`src/rtl/sprite_evaluator.sv`:
```
// Per-scanline sprite evaluator: sweeps 64 OAM entries and emits the sprites that cover
// the requested line, in OAM order, flagging overflow past MAX_SPRITES hits.
module sprite_evaluator #(
   parameter int MAX_SPRITES   = 8,
   parameter int SPRITE_HEIGHT = 16
) (
   input  logic        clk,
   input  logic        reset,
   input  logic        start,
   input  logic [7:0]  scanline,
   output logic [5:0]  oam_read_addr,
   input  logic [31:0] oam_read_data,
   output logic        busy,
   output logic        spr_valid,
   output logic [2:0]  spr_slot,
   output logic [8:0]  spr_x,
   output logic [7:0]  spr_tile,
   output logic [3:0]  spr_row,
   output logic        spr_hflip,
   output logic        spr_priority,
   output logic [3:0]  spr_palette,
   output logic        done,
   output logic [3:0]  count,
   output logic        overflow
);

   typedef enum logic [1:0] {IDLE = 2'd0, SCAN = 2'd1, FIN = 2'd2} state_t;

   localparam logic [3:0] SLOT_MAX = 4'(MAX_SPRITES);
   localparam logic [7:0] HEIGHT   = 8'(SPRITE_HEIGHT);
   localparam logic [3:0] ROW_MAX  = 4'(SPRITE_HEIGHT - 1);

   function automatic logic [8:0] line_delta(input logic [7:0] line, input logic [7:0] y);
      return {1'b0, line} - {1'b0, y};
   endfunction

   function automatic logic [3:0] sprite_row(input logic [3:0] d, input logic vflip);
      return vflip ? (ROW_MAX - d) : d;
   endfunction

   state_t      state_q, state_d;
   logic [7:0]  line_q;
   logic [5:0]  addr_q;
   logic        iss_q, dat_q, dat_last_q, eval_last_q;
   logic [3:0]  slot_q, count_q;
   logic        overflow_q;
   logic        spr_valid_q, spr_hflip_q, spr_priority_q;
   logic [2:0]  spr_slot_q;
   logic [8:0]  spr_x_q;
   logic [7:0]  spr_tile_q;
   logic [3:0]  spr_row_q, spr_palette_q;

   logic [8:0]  delta;
   logic        hit, accept, ovf;

   // Hit test on the entry returned this cycle; feeds registers only.
   always_comb begin
      delta  = line_delta(line_q, oam_read_data[7:0]);
      hit    = (state_q == SCAN) && dat_q && !delta[8] && (delta[7:0] < HEIGHT);
      accept = hit && (slot_q < SLOT_MAX);
      ovf    = hit && (slot_q >= SLOT_MAX);
   end

   always_comb begin
      state_d = state_q;
      case (state_q)
         IDLE:    if (start) state_d = SCAN;
         SCAN:    if (ovf || eval_last_q) state_d = FIN;
         FIN:     state_d = IDLE;
         default: state_d = IDLE;
      endcase
   end

   always_ff @(posedge clk) begin
      if (reset) begin
         state_q        <= IDLE;
         line_q         <= '0;
         addr_q         <= '0;
         iss_q          <= 1'b0;
         dat_q          <= 1'b0;
         dat_last_q     <= 1'b0;
         eval_last_q    <= 1'b0;
         slot_q         <= '0;
         count_q        <= '0;
         overflow_q     <= 1'b0;
         spr_valid_q    <= 1'b0;
         spr_slot_q     <= '0;
         spr_x_q        <= '0;
         spr_tile_q     <= '0;
         spr_row_q      <= '0;
         spr_hflip_q    <= 1'b0;
         spr_priority_q <= 1'b0;
         spr_palette_q  <= '0;
      end else begin
         state_q     <= state_d;
         spr_valid_q <= 1'b0;
         case (state_q)
            IDLE: begin
               if (start) begin
                  line_q      <= scanline;
                  addr_q      <= '0;
                  iss_q       <= 1'b1;
                  dat_q       <= 1'b0;
                  dat_last_q  <= 1'b0;
                  eval_last_q <= 1'b0;
                  slot_q      <= '0;
                  count_q     <= '0;
                  overflow_q  <= 1'b0;
               end
            end
            SCAN: begin
               // Address issue -> data return -> evaluation, one valid bit per stage.
               if (iss_q && !ovf) begin
                  if (addr_q == 6'd63) iss_q <= 1'b0;
                  else                 addr_q <= addr_q + 6'd1;
               end
               dat_q       <= iss_q;
               dat_last_q  <= iss_q && (addr_q == 6'd63);
               eval_last_q <= dat_q && dat_last_q;
               if (accept) begin
                  spr_valid_q    <= 1'b1;
                  spr_slot_q     <= slot_q[2:0];
                  spr_x_q        <= oam_read_data[24:16];
                  spr_tile_q     <= oam_read_data[15:8];
                  spr_row_q      <= sprite_row(delta[3:0], oam_read_data[26]);
                  spr_hflip_q    <= oam_read_data[25];
                  spr_priority_q <= oam_read_data[27];
                  spr_palette_q  <= oam_read_data[31:28];
                  slot_q         <= slot_q + 4'd1;
               end
               if (ovf) begin
                  overflow_q  <= 1'b1;
                  iss_q       <= 1'b0;
                  dat_q       <= 1'b0;
                  dat_last_q  <= 1'b0;
                  eval_last_q <= 1'b0;
               end
               if (state_d == FIN) count_q <= slot_q;
            end
            default: begin
               iss_q       <= 1'b0;
               dat_q       <= 1'b0;
               dat_last_q  <= 1'b0;
               eval_last_q <= 1'b0;
            end
         endcase
      end
   end

   assign oam_read_addr = addr_q;
   assign busy          = (state_q != IDLE);
   assign done          = (state_q == FIN);
   assign count         = count_q;
   assign overflow      = overflow_q;
   assign spr_valid     = spr_valid_q;
   assign spr_slot      = spr_slot_q;
   assign spr_x         = spr_x_q;
   assign spr_tile      = spr_tile_q;
   assign spr_row       = spr_row_q;
   assign spr_hflip     = spr_hflip_q;
   assign spr_priority  = spr_priority_q;
   assign spr_palette   = spr_palette_q;

endmodule

```
`config.mk`:
```
export PLATFORM = sky130hd
export DESIGN_NAME = sprite_evaluator
export DESIGN_NICKNAME = d
export VERILOG_FILES = /design/src/rtl/sprite_evaluator.sv
export SDC_FILE = /design/constraint.sdc
export NUM_CORES = 1
export LEC_CHECK = 0
export ABC_AREA = 1
export BUFFER_PORTS_ARGS = -buffer_cell sky130_fd_sc_hd__buf_2
export CELL_PAD_IN_SITES_DETAIL_PLACEMENT = 1
export CELL_PAD_IN_SITES_GLOBAL_PLACEMENT = 1
export CORE_ASPECT_RATIO = 1.5
export CORE_MARGIN = 2
export CORE_UTILIZATION = 35
export CTS_CLUSTER_SIZE = 24
export DETAILED_ROUTE_END_ITERATION = 6
export PLACE_DENSITY = 0.82
export SYNTH_ARGS = -nofsm -noshare
export SYNTH_HDL_FRONTEND = slang
export SYNTH_SLANG_ARGS = --single-unit
```
`constraint.sdc`:
```
create_clock -name clk -period 2.78 [get_ports clk]
set_input_delay 0.139 -clock clk [delete_from_list [all_inputs] [get_ports clk]]
set_output_delay 0.139 -clock clk [all_outputs]
set_load 0.01 [all_outputs]
```
==> flow_summary.json, run 1 <==
{
  "status": "complete, no violations",
  "critPathCaptureType": "flip-flop",
  "rows": 39,
  "wl_per_cell_um": 13.43,
  "hpwl_um": 5716,
  "globalplace.congestion": 0.8431,
  "grt_pass1_vias": 3034,
  "slowest_delay_ns": 0.40,
  "rrSetupSlack_ns": 0.26,
  "final_common_cell": "buf_2",
  "fill_cells": 1008,
  "areaGrowthSynthToFinish_pct": 30.06,
  "die_h_um": 113.2,
  "drt_iter0_drc": 64,
  "clock_latency_ns": 0.33,
  "diodes": 0,
  "cts_buffers": 9,
  "antenna_found_initial": 0,
  "synthDistinctLibCells": 27,
  "crit_path_frequent_cell": "nand2_1",
  "path_clk_slew_ns": 0.05,
  "min_period_over_period_pct": 90.65,
  "fin_crit_ns": 2.520,
  "cp_slowest_cell": "fa_1",
  "setup_viol_count_final": 0,
  "synthCells": 384,
  "r2r_end": "oam_read_addr[2]$_SDFFE_PP0P_",
  "path_cells": "inv_1, ha_1, fa_1, inv_1, nand3_1, nand3_1, nand2_1, nor2_1, nand2_1, nor2_4, nand3_2, nand3_2, nand2_2, nand2_1, a21oi_1",
  "drt-pass1-iter-count": 5,
  "final_cell_mix": "buf_2 (86), nor2_1 (82), nand2_1 (63), dfxtp_1 (60), inv_1 (39)",
  "io-pin-count": 87,
  "min_path_cells": 3,
  "port_buffers": 86,
  "use_met1_pct": 20.02,
  "cp_data_required_time_ns": 2.99,
  "met3_usage_pct": 4.625,
  "ys_seq_area_share_pct": 43.20,
  "drive_above_1_share_pct": 23.69,
  "grt_pass1_wl_um": 13410,
  "drv_slew": 0,
  "worst_pin_slew_ns": 0.4912,
  "gr-total-overflow": 0,
  "power.density_nw_per_um2": 620.3,
  "multi_input_area_um2": 1359,
  "maxSlewHeadroom_pct": 67.22,
  "netlist_area_um2": 2780,
  "clock_sinks": 60,
  "hold_violations": 0,
  "startpoint_type": "flip-flop",
  "fin_area_um2": 3616,
  "root_buffer": "clkbuf_16",
  "peakVddDrop_v": 0.0004341,
  "yosysWarnings": 0,
  "route.detailed.drc": 0,
  "crit_type": "reg2reg",
  "cts_max_path_buffers": 2,
  "die_x_um": 76.77,
  "grt_use_met2_pct": 35.73,
  "critPathTopFamily": "simple AND/OR/NAND/NOR gates",
  "synth-seq-cells": 60,
  "grt_max_degree": 35,
  "wl_um": 7775,
  "top_usage_layer": "met2",
  "syn_nets": 440,
  "fin_nets": 529,
  "initial_utilization_pct": 36.29,
  "tritoncts": "yes",
  "crit_arrival_ns": 2.73,
  "antenna_left": 0,
  "cp_num_cells": 15,
  "num_vias": 2803,
  "p_leak_nw": 1.857,
  "grt_use_total_pct": 19.29,
  "min_path_type": "in2reg",
  "hold_path.startpoint": "oam_read_data[25]",
  "vias_per_cell": 4.841,
  "die_area_um2": 8687,
  "avgSynthCellArea_um2": 7.240,
  "fmax_mhz": 396.8,
  "postPlaceCellArea_um2": 3311,
  "hold_end": "spr_hflip$_SDFFE_PP0P_",
  "cp.buffers_inverters": 2,
  "clock-skew-final_ns": 0.006605,
  "drv_cap": 0,
  "crit_fanout": 8,
  "fin_tns_setup_ns": 0,
  "coreArea_um2": 7661,
  "htree_num_levels": 3,
  "rsz0062_at_grt": "no",
  "rr_worst_depth": 15,
  "reg2reg_from": "line_q[0]$_SDFFE_PP0P_",
  "final-seq-area_um2": 1201
}
## worst max path at each step
| stage | end | slack (ns) | start |
|---|---|---|---|
| 2_1_floorplan | oam_read_addr[0]$_SDFFE_PP0P_ | 0.68 | line_q[0]$_SDFFE_PP0P_ |
| 3_3_place_gp | spr_slot[0]$_SDFFE_PP0P_ | 0.41 | line_q[0]$_SDFFE_PP0P_ |
| 3_5_place_dp | spr_slot[0]$_SDFFE_PP0P_ | 0.33 | line_q[0]$_SDFFE_PP0P_ |
| 4_1_cts | spr_slot[0]$_SDFFE_PP0P_ | 0.23 | line_q[0]$_SDFFE_PP0P_ |
| 5_1_grt | oam_read_addr[1]$_SDFFE_PP0P_ | 0.03 | line_q[0]$_SDFFE_PP0P_ |
| 6_report | oam_read_addr[2]$_SDFFE_PP0P_ | 0.26 | line_q[0]$_SDFFE_PP0P_ |
## routing by layer
metal | part of all wire [%] | routed length (um) | up-vias
li1 | - | - | 1403
met1 | 39 | 3066 | 1334
met2 | 54 | 4211 | 54
met3 | 4.0 | 308 | 12
met4 | 2.4 | 189 | 0
met5 | 0 | 0 | -
## registers in the layout (all words and copies together) (netlist names), 4 cells and up
register,flops
spr_row,4
spr_palette,4
oam_read_addr,6
spr_tile,8
slot_q,4
spr_x,9
count,4
line_q,8
## layout make-up
type | instances | share of cell area [%]
multi-input combinational | 270 | 37.58
sequential | 60 | 33.22
timing repair buffer | 91 | 12.94
inverter | 41 | 4.325
clock inverter | 1 | 0.8304
clock buffer | 14 | 7.578
tap | 102 | 3.529
## cell usage after synthesis
cell type | instances | area [um2]
nor2_1 | 82 | 307.8
nand2_1 | 63 | 236.5
dfxtp_1 | 60 | 1201
inv_1 | 39 | 146.4
a21oi_1 | 28 | 140.1
o21ai_1 | 25 | 125.1
nand3_1 | 24 | 120.1
o21ai_0 | 13 | 65.06
ha_1 | 12 | 150.1
clkbuf_1 | 8 | 30.03
xor2_1 | 6 | 52.55
nand4_1 | 4 | 25.02
xnor2_1 | 3 | 26.28
buf_4 | 2 | 15.01
nand3_2 | 2 | 20.02
nor2_4 | 2 | 22.52
a21oi_2 | 1 | 8.760
and3_1 | 1 | 6.260
buf_1 | 1 | 3.750
buf_2 | 1 | 5.000
buf_6 | 1 | 11.26
clkinv_2 | 1 | 5.000
fa_1 | 1 | 20.02
inv_2 | 1 | 3.750
nand2_2 | 1 | 6.260
nand4_4 | 1 | 21.27
nor3_1 | 1 | 5.000
## power breakdown
part	total, mW	internal, mW	switching [mW]
Sequential	0.884	0.875	0.00883
Combinational	0.228	0.0890	0.139
Clock	1.13	0.761	0.370
Total	2.24	1.73	0.517
## timing repair
action,4_1_cts,5_1_grt
hold buffers,0,0
buffers inserted,0,0
setup endpoints to repair,0,1
endpoints found under the hold margin,0,0
resized for setup,0,1
## logic make-up after synthesis
family | synth area share [%]
adders and majority gates | 6.120
AOI/OAI and AO/OA | 12.20
DFF | 43.20
and+or+nand+nor | 27.72
buffers and inverters | 7.920
xor gates and xnor gates | 2.835
## worst register-to-register path: stages (launching register included)
cell	delay [ns]
dfxtp_1	0.31
inv_1	0.06
ha_1	0.19
fa_1	0.40
inv_1	0.09
nand3_1	0.10
nand3_1	0.10
nand2_1	0.08
nor2_1	0.10
nand2_1	0.10
nor2_4	0.14
nand3_2	0.21
nand3_2	0.22
nand2_2	0.13
nand2_1	0.10
a21oi_1	0.06
## through the flow
stage	cells	hold WS (ns)	worst slack, ns	power (mW)	util [%]
3_3_place_gp	564	0.3620	0.4098	1.122	43.21
4_1_cts	579	0.02965	0.2273	2.262	47.18
6_report	579	0.03238	0.2599	2.243	47.20
5_1_grt	579	0.04638	0.02918	2.343	47.20
2_1_floorplan	384	0.2081	0.6812	1.049	-
3_5_place_dp	564	0.3735	0.3306	1.129	43.21
Note: power is estimated with default switching activity, not from simulation.
==> run 2, diff against run 1 <==
==> constraint.sdc (replaced) <==
create_clock -name clk -period 2.78 [get_ports clk]
set_input_delay 0.417 -clock clk [delete_from_list [all_inputs] [get_ports clk]]
set_output_delay 0.417 -clock clk [all_outputs]
set_load 0.01 [all_outputs]
==> run 2 against run 1 <==
Combinational power about the same. Clock skew fell by 0.0035 ns. Via count shrank 0.32%. Power down 0.21%. Register-to-register slack improved by 0.06 ns. Non-clock buffer count up 2. Design area increased by 0.73%. Critical path depth unchanged. Die area stayed put.
==> flow_summary.json, run 2 (same netlist as run 1, synthesis figures left out) <==
{
  "cts_buffers": 9,
  "cp_data_required_time_ns": 2.97,
  "drt_iter0_drc": 79,
  "crit_type": "reg2reg",
  "vias_per_cell": 4.809,
  "hpwl_um": 5883,
  "drv_slew": 0,
  "cts_resized": 0,
  "fin_cells": 581,
  "htree_num_levels": 3,
  "gr-total-overflow": 0,
  "coreArea_um2": 7661,
  "grt_use_total_pct": 19.15,
  "drv_cap": 0,
  "areaGrowthSynthToFinish_pct": 31.01,
  "root_buffer": "clkbuf_16",
  "route.detailed.drc": 0,
  "fill_cells": 1005,
  "diodes": 0,
  "grt_pass1_wl_um": 13310,
  "p_leak_nw": 1.869,
  "cts_hold_buf": 0,
  "path_cells": "inv_1, ha_1, fa_1, inv_1, nand3_1, nand3_1, nand2_1, nor2_1, nand2_1, nor2_4, nand3_2, nand3_2, nand2_2, nand2_1, a21oi_1",
  "largest_reg_flops": 9,
  "fin_crit_ns": 2.461,
  "min_path_type": "in2reg",
  "met3_usage_pct": 3.030,
  "clock-skew-final_ns": 0.003125,
  "final_common_cell": "buf_2",
  "fin_tns_setup_ns": 0,
  "grt_max_degree": 44,
  "hold_path.startpoint": "oam_read_data[11]",
  "drive_above_1_share_pct": 24.01,
  "status": "complete, no violations",
  "die_area_um2": 8687,
  "initial_utilization_pct": 36.29,
  "wl_um": 7976,
  "peakVddDrop_v": 0.0003979,
  "antenna_found_initial": 0,
  "rows": 39,
  "rrSetupSlack_ns": 0.32,
  "hold_violations": 0,
  "reg2reg_from": "line_q[0]$_SDFFE_PP0P_",
  "rsz0062_at_grt": "no",
  "globalplace.congestion": 0.7832,
  "final_cell_mix": "buf_2 (86), nor2_1 (82), nand2_1 (63), dfxtp_1 (60), inv_1 (39)",
  "top_usage_layer": "met2",
  "grt_use_met2_pct": 37.54,
  "fin_area_um2": 3642,
  "die_h_um": 113.2,
  "min_period_over_period_pct": 88.51,
  "crit_path_frequent_cell": "nand2_1",
  "io-pin-count": 87,
  "crit_arrival_ns": 2.65,
  "dp_slack_ns": 0.2134,
  "grt_pass1_vias": 2966,
  "port_buffers": 86,
  "num_vias": 2794,
  "die_x_um": 76.77,
  "dp_cells": 566,
  "antenna_left": 0,
  "cts_setup_buffers": 0,
  "critPathCaptureType": "flip-flop",
  "crit_fanout": 8,
  "fin_ws_ns": 0.3194,
  "whs_ns": 0.3155,
  "fin_nets": 531,
  "drt-pass1-iter-count": 4,
  "critPathLaunch": "line_q[0]$_SDFFE_PP0P_",
  "fmax_mhz": 406.4,
  "power.density_nw_per_um2": 614.6,
  "cts_max_path_buffers": 2,
  "slowest_delay_ns": 0.40,
  "setup_viol_count_final": 0,
  "postPlaceCellArea_um2": 3338,
  "startpoint_type": "flip-flop",
  "clock_sinks": 60,
  "cp_slowest_cell": "fa_1",
  "wl_per_cell_um": 13.73,
  "clock_latency_ns": 0.32,
  "tritoncts": "yes",
  "maxSlewHeadroom_pct": 69.38,
  "use_met1_pct": 19.20,
  "path_clk_slew_ns": 0.05,
  "worst_pin_slew_ns": 0.4583
}
==> run 2: cell types whose count changed in the layout (fill, tap and decap cells not counted), sizes merged <==
cell,delta
buf,+2
clkinv,+1
inv,-1
==> run 2: stage by stage <==
step	util, %	total power [mW]
CTS	47.54	2.259
finish	47.54	2.239
floorplan	-	1.049
global placement	43.57	1.119
global route	47.54	2.331
detailed placement	43.57	1.127
==> run 2: path summary, 6_finish.rpt <==
path / depth (start not counted) / to
max reg2reg: 15 / oam_read_addr[0]$_SDFFE_PP0P_
max: 15 / oam_read_addr[0]$_SDFFE_PP0P_
min: 3 / spr_tile[3]$_SDFFE_PP0P_
min reg2reg: 2 / eval_last_q$_SDFFE_PP0P_
==> run 2: cell type report <==
| type | instances | area, um2 | area share, % |
|---|---|---|---|
| clock inverter | 1 | 30.03 | 0.8245 |
| inverter | 41 | 155.1 | 4.260 |
| timing repair buffer | 93 | 495.5 | 13.60 |
| clock buffer | 14 | 274.0 | 7.523 |
| sequential | 60 | 1201 | 32.98 |
| tap | 102 | 127.6 | 3.504 |
| multi-input combinational | 270 | 1359 | 37.31 |
==> run 2: report_power, final <==
part | internal, mW | total, mW | switching, mW
combinational | 0.0883 | 0.229 | 0.141
sequential | 0.875 | 0.885 | 0.00922
clock | 0.762 | 1.12 | 0.363
total | 1.73 | 2.24 | 0.513
==> run 2: metal layers <==
metal | wire length, um | share of wire, %
met4 | 156 | 2.0
met3 | 267 | 3.3
met2 | 4481 | 56
met1 | 3070 | 38
met5 | 0 | 0
==> run 2: worst max-delay path, delay by kind of cell, from the launching register on <==
kind / cells / cell delay, ns
flops: 1 / 0.31
fa+ha+maj: 2 / 0.59
compound gates: 1 / 0.07
buf+inv: 2 / 0.15
simple gates: 10 / 1.19
==> run 3, diff against run 2 <==
--- a/config.mk
+++ b/config.mk
@@ -15,6 +15,7 @@
 export CTS_CLUSTER_SIZE = 24
 export DETAILED_ROUTE_END_ITERATION = 6
 export PLACE_DENSITY = 0.82
+export REMOVE_ABC_BUFFERS = 1
 export SYNTH_ARGS = -nofsm -noshare
 export SYNTH_HDL_FRONTEND = slang
 export SYNTH_SLANG_ARGS = --single-unit
==> run 3 against run 2 <==
Via count fell by 0.18%. Clock skew grew 0.0019 ns. Worst setup slack improved by 0.022 ns. Global-route usage up 0.83 points. Critical path depth stayed put. Cell count stayed put. Core utilization shrank 0.29 points. Combinational power is essentially flat. Maximum frequency grew 0.89%. Design area shrank 0.62%. First-iteration DRC count is 28% higher. Hold slack got worse by 0.00086 ns. Highest routed layer unchanged.
==> flow_summary.json, run 3 (same netlist as run 1, synthesis figures left out) <==
{
  "cts_hold_buf": 0,
  "globalplace.congestion": 0.8641,
  "peakVddDrop_v": 0.0005051,
  "final_common_cell": "buf_2",
  "fin_nets": 530,
  "final_cell_mix": "buf_2 (86), nor2_1 (82), nand2_1 (63), dfxtp_1 (60), inv_1 (39)",
  "hpwl_um": 5648,
  "crit_arrival_ns": 2.70,
  "crit_type": "reg2reg",
  "startpoint_type": "flip-flop",
  "cts_buffers": 9,
  "grt_pass1_wl_um": 13970,
  "cts_setup_buffers": 0,
  "die_area_um2": 8687,
  "drive_above_1_share_pct": 24.01,
  "initial_utilization_pct": 36.29,
  "hold_violations": 0,
  "diodes": 0,
  "areaGrowthSynthToFinish_pct": 30.20,
  "grt_max_degree": 38,
  "cts_resized": 0,
  "critPathCaptureType": "flip-flop",
  "crit_fanout": 20,
  "min_path_cells": 3,
  "gr-total-overflow": 0,
  "final_util_pct": 47.25,
  "path_clk_slew_ns": 0.05,
  "clock-skew-final_ns": 0.005007,
  "rr_worst_depth": 15,
  "hold_path.startpoint": "oam_read_data[15]",
  "htree_num_levels": 3,
  "die_h_um": 113.2,
  "min_period_over_period_pct": 87.73,
  "maxSlewHeadroom_pct": 78.00,
  "drv_slew": 0,
  "drt-pass1-iter-count": 4,
  "fin_crit_ns": 2.439,
  "coreArea_um2": 7661,
  "wl_per_cell_um": 13.76,
  "r2r_end": "spr_row[1]$_SDFFE_PP0P_",
  "rows": 39,
  "status": "complete, no violations",
  "vias_per_cell": 4.800,
  "tritoncts": "yes",
  "power.density_nw_per_um2": 611.6,
  "largest_reg_flops": 9,
  "grt_pass1_vias": 3002,
  "cts_max_path_buffers": 2,
  "wl_um": 7994,
  "port_buffers": 86,
  "hold_end": "spr_tile[7]$_SDFFE_PP0P_",
  "drv_cap": 0,
  "drt_iter0_drc": 101,
  "die_x_um": 76.77,
  "antenna_left": 0,
  "min_path_type": "in2reg",
  "fin_tns_setup_ns": 0,
  "rsz0062_at_grt": "no",
  "antenna_found_initial": 0,
  "p_leak_nw": 1.863,
  "grt_use_total_pct": 19.98,
  "setup_viol_count_final": 0,
  "worst_pin_slew_ns": 0.3288,
  "fmax_mhz": 410.0,
  "route.detailed.drc": 0,
  "reg2reg_from": "line_q[0]$_SDFFE_PP0P_",
  "io-pin-count": 87,
  "num_vias": 2789,
  "root_buffer": "clkbuf_16",
  "cp_data_required_time_ns": 3.04,
  "clock_sinks": 60,
  "clock_latency_ns": 0.33,
  "rrSetupSlack_ns": 0.34
}
==> run 3: changes by cell type in the layout (fill, tap and decap cells not counted) <==
cell | previous run | this run
bufinv_16 | 1 | 0
buf_12 | 1 | 0
clkbuf_8 | 3 | 5
==> run 3: power by group <==
group          leakage (nW)  total, mW  switching [mW]  internal [mW]
Clock                 0.149       1.10           0.374          0.725
Combinational          1.23      0.230           0.142         0.0885
Sequential            0.486      0.885         0.00927          0.875
Total                  1.86       2.21           0.525           1.69
==> run 3: worst max-delay path by stage <==
| stage | from | to | slack (ns) | cells after the start |
|---|---|---|---|---|
| 4_1_cts | line_q[0]$_SDFFE_PP0P_ | spr_tile[4]$_SDFFE_PP0P_ | 0.34 | 14 |
| 3_5_place_dp | oam_read_data[0] | spr_row[1]$_SDFFE_PP0P_ | 0.20 | 15 |
| 3_3_place_gp | oam_read_data[0] | spr_slot[0]$_SDFFE_PP0P_ | 0.25 | 15 |
| 6_report | line_q[0]$_SDFFE_PP0P_ | spr_row[1]$_SDFFE_PP0P_ | 0.34 | 15 |
| 2_1_floorplan | oam_read_data[0] | spr_slot[0]$_SDFFE_PP0P_ | 0.22 | 13 |
| 5_1_grt | line_q[0]$_SDFFE_PP0P_ | spr_row[1]$_SDFFE_PP0P_ | 0.02 | 15 |
==> run 3: worst max-delay path, stage by stage (launching register included) <==
cell and delay, ns:
dfxtp_1 0.30, inv_1 0.06, ha_1 0.19, fa_1 0.41, inv_1 0.10, nand3_1 0.09, nand3_1 0.10, nand2_1 0.05
nor2_1 0.09, nand2_1 0.09, nor2_4 0.14, nand4_4 0.18, clkinv_2 0.09, buf_4 0.23, o21ai_0 0.12, a21oi_1 0.13
==> run 3: metal layers <==
metal	GRT usage, %	routed length (um)
met1	21.91	3305
met2	36.78	4159
met3	5.582	404
met4	6.424	124
met5	0	0
==> run 3: metrics by stage <==
stage	cells	hold WS [ns]	worst slack, ns	power [mW]	area [um2]
floorplan	371	0.4376	0.2181	1.044	2715
global placement	565	0.4539	0.2484	1.119	3318
detailed placement	565	0.4596	0.1971	1.127	3318
CTS	581	0.3058	0.3421	2.242	3620
global route	581	0.3300	0.02429	2.301	3620
finish	581	0.3147	0.3411	2.214	3620
==> run 3: final cells by class <==
cell class / instances / area (um2)
fill: 999 / 4041
multi-input combinational: 270 / 1359
sequential: 60 / 1201
timing repair buffer: 92 / 475.5
clock buffer: 16 / 301.5
inverter: 41 / 155.1
tap: 102 / 127.6
